===== src/rtl/match_ctrl.sv =====
// Pong match sequencer: serve/play/point/over FSM, scores,
// paddle commands from synchronised buttons or the CPU opponent.
module match_ctrl #(
  parameter int SERVE_FRAMES = 60,
  parameter int POINT_FRAMES = 90,
  parameter int WIN_SCORE    = 7,
  parameter int PAD_HEIGHT   = 72,
  parameter int AI_DEADBAND  = 8
) (
  input  logic       clk,
  input  logic       reset,
  input  logic [9:0] x,
  input  logic [9:0] y,
  input  logic       start,
  input  logic       btn_up1,
  input  logic       btn_down1,
  input  logic       btn_up2,
  input  logic       btn_down2,
  input  logic       ai_mode,
  input  logic [9:0] ball_y,
  input  logic [9:0] pad2_t,
  input  logic       miss_l,
  input  logic       miss_r,
  output logic       up1,
  output logic       down1,
  output logic       up2,
  output logic       down2,
  output logic       pad_reset,
  output logic       ball_reset,
  output logic       ball_en,
  output logic [3:0] score1,
  output logic [3:0] score2,
  output logic [2:0] state,
  output logic [1:0] winner
);

  localparam logic [2:0] S_IDLE  = 3'd0;
  localparam logic [2:0] S_SERVE = 3'd1;
  localparam logic [2:0] S_PLAY  = 3'd2;
  localparam logic [2:0] S_POINT = 3'd3;
  localparam logic [2:0] S_OVER  = 3'd4;

  localparam logic [15:0] SERVE_LAST = 16'(SERVE_FRAMES - 1);
  localparam logic [15:0] POINT_LAST = 16'(POINT_FRAMES - 1);
  localparam logic [3:0]  WIN        = 4'(WIN_SCORE);

  logic        frame_tick;
  logic        start_q;
  logic        start_edge;
  logic [3:0]  sync1;
  logic [3:0]  sync2;
  logic [3:0]  cmd_q;
  logic        ai_up;
  logic        ai_dn;
  logic [10:0] centre;
  logic [10:0] ball_w;
  logic        ai_up_n;
  logic        ai_dn_n;
  logic        pass;
  logic [15:0] cnt;

  assign frame_tick = (y == 10'd481) && (x == 10'd0);
  assign start_edge = start & ~start_q;

  // 11-bit arithmetic so a paddle near the bottom cannot wrap
  assign centre  = {1'b0, pad2_t} + 11'(PAD_HEIGHT / 2);
  assign ball_w  = {1'b0, ball_y};
  assign ai_up_n = (ball_w + 11'(AI_DEADBAND)) < centre;
  assign ai_dn_n = ball_w > (centre + 11'(AI_DEADBAND));

  assign pass    = (state == S_SERVE) || (state == S_PLAY);
  assign ball_en = (state == S_PLAY);

  assign up1   = pass & cmd_q[3];
  assign down1 = pass & cmd_q[2];
  assign up2   = pass & (ai_mode ? ai_up : cmd_q[1]);
  assign down2 = pass & (ai_mode ? ai_dn : cmd_q[0]);

  always_ff @(posedge clk) begin
    if (reset) begin
      start_q <= 1'b0;
      sync1   <= '0;
      sync2   <= '0;
      cmd_q   <= '0;
      ai_up   <= 1'b0;
      ai_dn   <= 1'b0;
    end else begin
      start_q <= start;
      sync1   <= {btn_up1, btn_down1, btn_up2, btn_down2};
      sync2   <= sync1;
      cmd_q   <= {sync2[3] & ~sync2[2], sync2[2] & ~sync2[3],
                  sync2[1] & ~sync2[0], sync2[0] & ~sync2[1]};
      if (frame_tick) begin
        ai_up <= ai_up_n;
        ai_dn <= ai_dn_n;
      end
    end
  end

  always_ff @(posedge clk) begin
    if (reset) begin
      state      <= S_IDLE;
      cnt        <= '0;
      score1     <= '0;
      score2     <= '0;
      winner     <= '0;
      pad_reset  <= 1'b0;
      ball_reset <= 1'b0;
    end else begin
      pad_reset  <= 1'b0;
      ball_reset <= 1'b0;
      case (state)
        S_IDLE: begin
          if (start_edge) begin
            state      <= S_SERVE;
            cnt        <= '0;
            pad_reset  <= 1'b1;
            ball_reset <= 1'b1;
          end
        end
        S_SERVE: begin
          if (frame_tick) begin
            if (cnt == SERVE_LAST) begin
              state <= S_PLAY;
              cnt   <= '0;
            end else begin
              cnt <= cnt + 16'd1;
            end
          end
        end
        S_PLAY: begin
          if (miss_l | miss_r) begin
            state <= S_POINT;
            cnt   <= '0;
            if (miss_l && !miss_r && score1 != WIN)
              score1 <= score1 + 4'd1;
            if (miss_r && !miss_l && score2 != WIN)
              score2 <= score2 + 4'd1;
          end
        end
        S_POINT: begin
          if (frame_tick) begin
            if (cnt == POINT_LAST) begin
              cnt <= '0;
              if (score1 == WIN) begin
                state  <= S_OVER;
                winner <= 2'b01;
              end else if (score2 == WIN) begin
                state  <= S_OVER;
                winner <= 2'b10;
              end else begin
                state      <= S_SERVE;
                pad_reset  <= 1'b1;
                ball_reset <= 1'b1;
              end
            end else begin
              cnt <= cnt + 16'd1;
            end
          end
        end
        S_OVER: begin
          if (start_edge) begin
            state      <= S_SERVE;
            cnt        <= '0;
            score1     <= '0;
            score2     <= '0;
            winner     <= '0;
            pad_reset  <= 1'b1;
            ball_reset <= 1'b1;
          end
        end
        default: state <= S_IDLE;
      endcase
    end
  end

endmodule


===== config.mk =====
export PLATFORM = sky130hd
export DESIGN_NAME = match_ctrl
export DESIGN_NICKNAME = d
export VERILOG_FILES = /design/src/rtl/match_ctrl.sv
export SDC_FILE = /design/constraint.sdc
export NUM_CORES = 1
export LEC_CHECK = 0
export ABC_AREA = 1
export CAP_MARGIN = 25
export CELL_PAD_IN_SITES_DETAIL_PLACEMENT = 1
export CELL_PAD_IN_SITES_GLOBAL_PLACEMENT = 1
export CORE_ASPECT_RATIO = 0.7
export CORE_UTILIZATION = 38
export DETAILED_ROUTE_END_ITERATION = 12
export PLACE_DENSITY_LB_ADDON = 0.1
export SLEW_MARGIN = 20
export SYNTH_ARGS = -nofsm -noshare
export SYNTH_HDL_FRONTEND = slang
export SYNTH_SLANG_ARGS = --single-unit

===== constraint.sdc =====
create_clock -name clk -period 6 [get_ports clk]
set_input_delay 0.6 -clock clk [delete_from_list [all_inputs] [get_ports clk]]
set_output_delay 0.6 -clock clk [all_outputs]
set_load 0.01 [all_outputs]

# == After elaboration in Yosys (flattened, before gate mapping) ==
# Cells that the tools add are included.
# totals
regBits,45
latch_bits,0
mem_bits_rw,0
romBits,0
input_bits,50
output_inout_bits,20
elab_cells,112
memories,0
# op_classes
addsub,6
n_mul,0
div_mod_pow,0
n_lt_le_gt_ge,2
n_eq_ne,21
shifts,0
muxes,37
n_bitwise,15
reduce_logical,19
# op_table
operator,n
$mux W16,6
$pmux W16 S4,1
$mux W3,8
$mux W4,5
$add A16 B1 Y16 const B,1
$eq A16 B6 Y1 const B,1
$eq A16 B7 Y1 const B,1
$pmux W4 S2,2
$pmux W3 S4,1
$add A10 B4 Y11 const B,1
$add A10 B6 Y11 const B,1
$add A11 B4 Y11 const B,1
$gt A10 B11 Y1,1
$lt A11 B11 Y1,1
$eq A10 B9 Y1 const B,1
$logic_not A10 Y1,1
$mux W2,5
$ne A2 B1 Y1 const B,5
$reduce_and A5 Y1,2
$and A1 B1 Y1,9
$add A4 B1 Y4 const B,2
$eq A4 B3 Y1 const B,2
$ne A2 B2 Y1 const B,4
$ne A4 B3 Y1 const B,2
18 further kinds,36

# == Logic depth before layout (Yosys ltp) ==
# logic_depth
word_depth,6
depth_mapped,17

# == Worst setup path before layout ==
# Ideal clock, no wire load.
# synth_path
path_kind,input port to flip-flop
start,input port pad2_t[2]
end,register ai_dn
setup_ns,0.070
arrival_time_ns,2.492
setup_slack_ns,3.437
path_stages,16
n_path_buf,0
cell_sequence,ha_1 > or2_2 > nand2_1 > inv_1 > ha_1 > nand3_1 > nor3_1 > xor2_1 > ha_1 > nand2_1 > nor2_1 > nand3b_1 > nand3_1 > a21oi_1 > nand3_1 > a21oi_1
# synth_between
elab_chain_cells,3
# synth_rtl
item,line,source
"start, declared",21,"input logic [9:0] pad2_t,"
$add A10 B6 Y11,66,"assign centre = {1'b0, pad2_t} + 11'(PAD_HEIGHT / 2);"
$add A11 B4 Y11,69,assign ai_dn_n = ball_w > (centre + 11'(AI_DEADBAND));
$gt A10 B11 Y1,69,
"end signal, assigned",95,ai_dn <= ai_dn_n;
"end, declared",54,logic ai_dn;
# No other way between the ends.
# A chain may end at the register's enable or synchronous reset.

# == Worst setup path after layout ==
# Same ends and word-level chain as after synthesis.

==> results.toml <==
[cts]
cts_buffer_depth = 2
postCtsSetupBuffers = 0
cts_hold_buffers = 0
cts_tree = "done"
numCtsBuffers = 5
h-tree-depth = 2
clkTransAtPathRegs_ns = 0.07
cts-root-buf = "clkbuf_16"
cts_sinks = 45
insertion_delay_ns = 0.29
ctsResizeCount = 0

[yosys]
ys_warn_count = 0
synth_cell_types = 31
synth-adder-area-share_pct = 9.35
ys_top_cells_by_area = "dfxtp_1 27%, nand2_1 17%, ha_1 9.3%"
syn_area_per_cell_sq_um = 6.18
synth-seq-cells = 45
syn-num-nets = 616
synth_area_sq_um = 3350
synth_seq_area_share_pct = 26.9
synth_xor_xnor_area_share_pct = 5.24
synth_compound_area_share_pct = 8.68
yosysTopAreaCellShare_pct = 26.9
synth_top_family_by_area = "simple AND/OR/NAND/NOR gates"
synth_simple_gate_area_share_pct = 38.7
syn_inst = 541
yosysTopAreaCell = "dfxtp_1"
muxShareOfSynthArea_pct = 0.673

[finish]
fin_cells = 731
final_common_cell = "nand2_1"
area_growth_pct = 29.3
layout_common_cells = "149 x nand2_1, 77 x inv_1, 70 x nor2_1"
drive_gt1_share_pct = 3.93
nNetsFinal = 685
fin_util_pct = 51.0
diodes = 0

[power_and_ir_drop]
p_int_uw = 733
p_seq_share_pct = 30.0
ir_drop_mv = 0.262
clockPowerShare_pct = 26.1
switchingPower_uw = 529
power.density_nw_per_um2 = 292
switching_share_pct = 41.9
p_leak_uw = 0.00197
comb_power_share_pct = 43.9

[critical_path]
startpoint_type = "primary input"
criticalPathCategory = "primary input to flip-flop"
crit_chain = "clkdlybuf4s50_1 > ha_1 > or2_2 > nand2_1 > inv_1 > ha_1 > nand3_1 > nor3_1 > xor2_1 > ha_1 > nand2_1 > nor2_1 > nand3b_1 > nand3_1 > a21oi_1 > nand3_1 > a21oi_1"
endpoint_kind = "flip-flop"
worstPathArrival_ns = 3.20
crit_path_top_delay_cell = "clkdlybuf4s50_1"
critPathMaxStageDelay_ns = 0.48
critPathMaxFanout = 4
required_ns = 6.16

[outcome]
outcome = "complete, no violations"

[place]
dp_cells = 723
io_buffer_count = 69
preCtsSetupSlack_ns = 2.68
place_congestion = 0.890
place_hpwl_um = 8000

[drt]
antenna_left = 0
viasPerCell = 4.95
vias = 3620
drt_pass1_iterations = 4
drt_wl_total_um = 10200
dr.first_iter.drc_count = 96
drc = 0
post_drt_wl_per_cell_um = 13.9

[global_routing]
grt.overflow.total = 0
grtUsageTotal_pct = 23.7
grt_pass1_vias = 3759
grt_max_degree = 36
grt_pass1_wl_um = 17200
antenna_found_initial = 0

[floorplanning]
io_pins = 70
die_h_um = 80.5
die_area_sq_um = 9190
die_w_um = 114
start_util_pct = 39.5
rows = 28
core_sq_um = 8480

[sta]
fin_skew_ns = 0.00656
worstMarginPinSlew_ns = 0.536
setup_ws_ns = 2.96
drv_slew = 0
clock.fmax_ghz = 0.329
period_needed_ns = 3.04
rsz0062_at_grt = "false"
period_share_pct = 50.7
finalHoldViolCount = 0
relSlewSlack_pct = 64.2
setup_viol = 0
fin_setup_tns_ns = 0

[job]
drv_cap = 0

[hold_path]
hold_path.class = "flip-flop to flip-flop"
[layer usage]
metal / vias up / GRT usage, % / routed length (um)
met5: - / 0 / 0
met4: 0 / 5.58 / 97
met3: 9 / 3.85 / 355
met2: 64 / 41.7 / 4630
met1: 1692 / 30.2 / 5100
li1: 1855 / - / -
[power by group through the flow]
stage | combinational, uW | sequential (uW) | clock (uW)
3_3_place_gp | 526 | 382 | 0
3_5_place_dp | 549 | 385 | 0
4_1_cts | 557 | 379 | 335
5_1_grt | 624 | 384 | 349
2_1_floorplan | 343 | 386 | 0
6_report | 554 | 379 | 329
[synthesized netlist by cell type, drive strengths merged]
| master | count |
|---|---|
| nor2 | 71 |
| a21o | 3 |
| or2 | 4 |
| ha | 25 |
| nand4 | 9 |
| a21oi | 41 |
| nor3 | 11 |
| nand3b | 2 |
| o21ai | 11 |
| xnor2 | 3 |
| nor3b | 4 |
| clkinv | 1 |
| nand3 | 51 |
| buf | 4 |
| xor2 | 17 |
| clkbuf | 4 |
| and2 | 1 |
| mux2 | 2 |
| dfxtp | 45 |
| nand2 | 152 |
| inv | 80 |
[final cells by class]
class / count / area, sq um
repair buffers: 70 / 698
well taps: 120 / 150
clock buffers: 5 / 125
flip-flops and latches: 45 / 901
multi-input cells: 407 / 2100
clock inverters: 3 / 50.0
fillers: 1160 / 4150
inverters: 81 / 305
[per-stage QoR]
stage	hold slack, ns	area, sq um	total power (uW)
floorplan	0.388	3350	729
global placement	0.390	4150	908
detailed placement	0.402	4150	934
CTS	0.411	4330	1270
global route	0.430	4330	1360
finish	0.407	4330	1260
[worst max-delay path: cells and delay by family]
kind / cells / cell delay (ns)
AOI/OAI and AO/OA: 2 / 0.10
xor gates and xnor gates: 1 / 0.15
adders and majority gates: 3 / 0.76
buffers and inverters: 2 / 0.53
and+or+nand+nor: 9 / 1.05
[logic make-up (layout without fill, tap and decap cells)]
family | after synthesis | in the layout
buffers and inverters | 89 | 159
adder cells (fa/ha/maj) | 25 | 25
multiplexers | 2 | 2
flip-flops | 45 | 45
AO/OA/AOI/OAI | 55 | 55
XOR/XNOR | 20 | 20
AND/OR/NAND/NOR | 305 | 305
[sequential cells by signal (all words and copies together) (netlist names)]
register,cells
ai_dn,1
ai_up,1
ball_reset,1
cmd_q,4
cnt,16
score1,4
score2,4
start_q,1
state,3
sync1,4
sync2,4
winner,2
[path summary, 6_finish.rpt]
path | slack, ns | from | to | cells past startpoint
worst min-delay path | 0.41 | sync1[3] | sync2[3] | 2
worst max register to register | 3.83 | state[0] | state[2] | 11
worst min register to register | 0.41 | sync1[3] | sync2[3] | 2
worst max-delay path | 2.96 | pad2_t[2] | ai_dn | 17
Power figures use the tool's default switching activity.
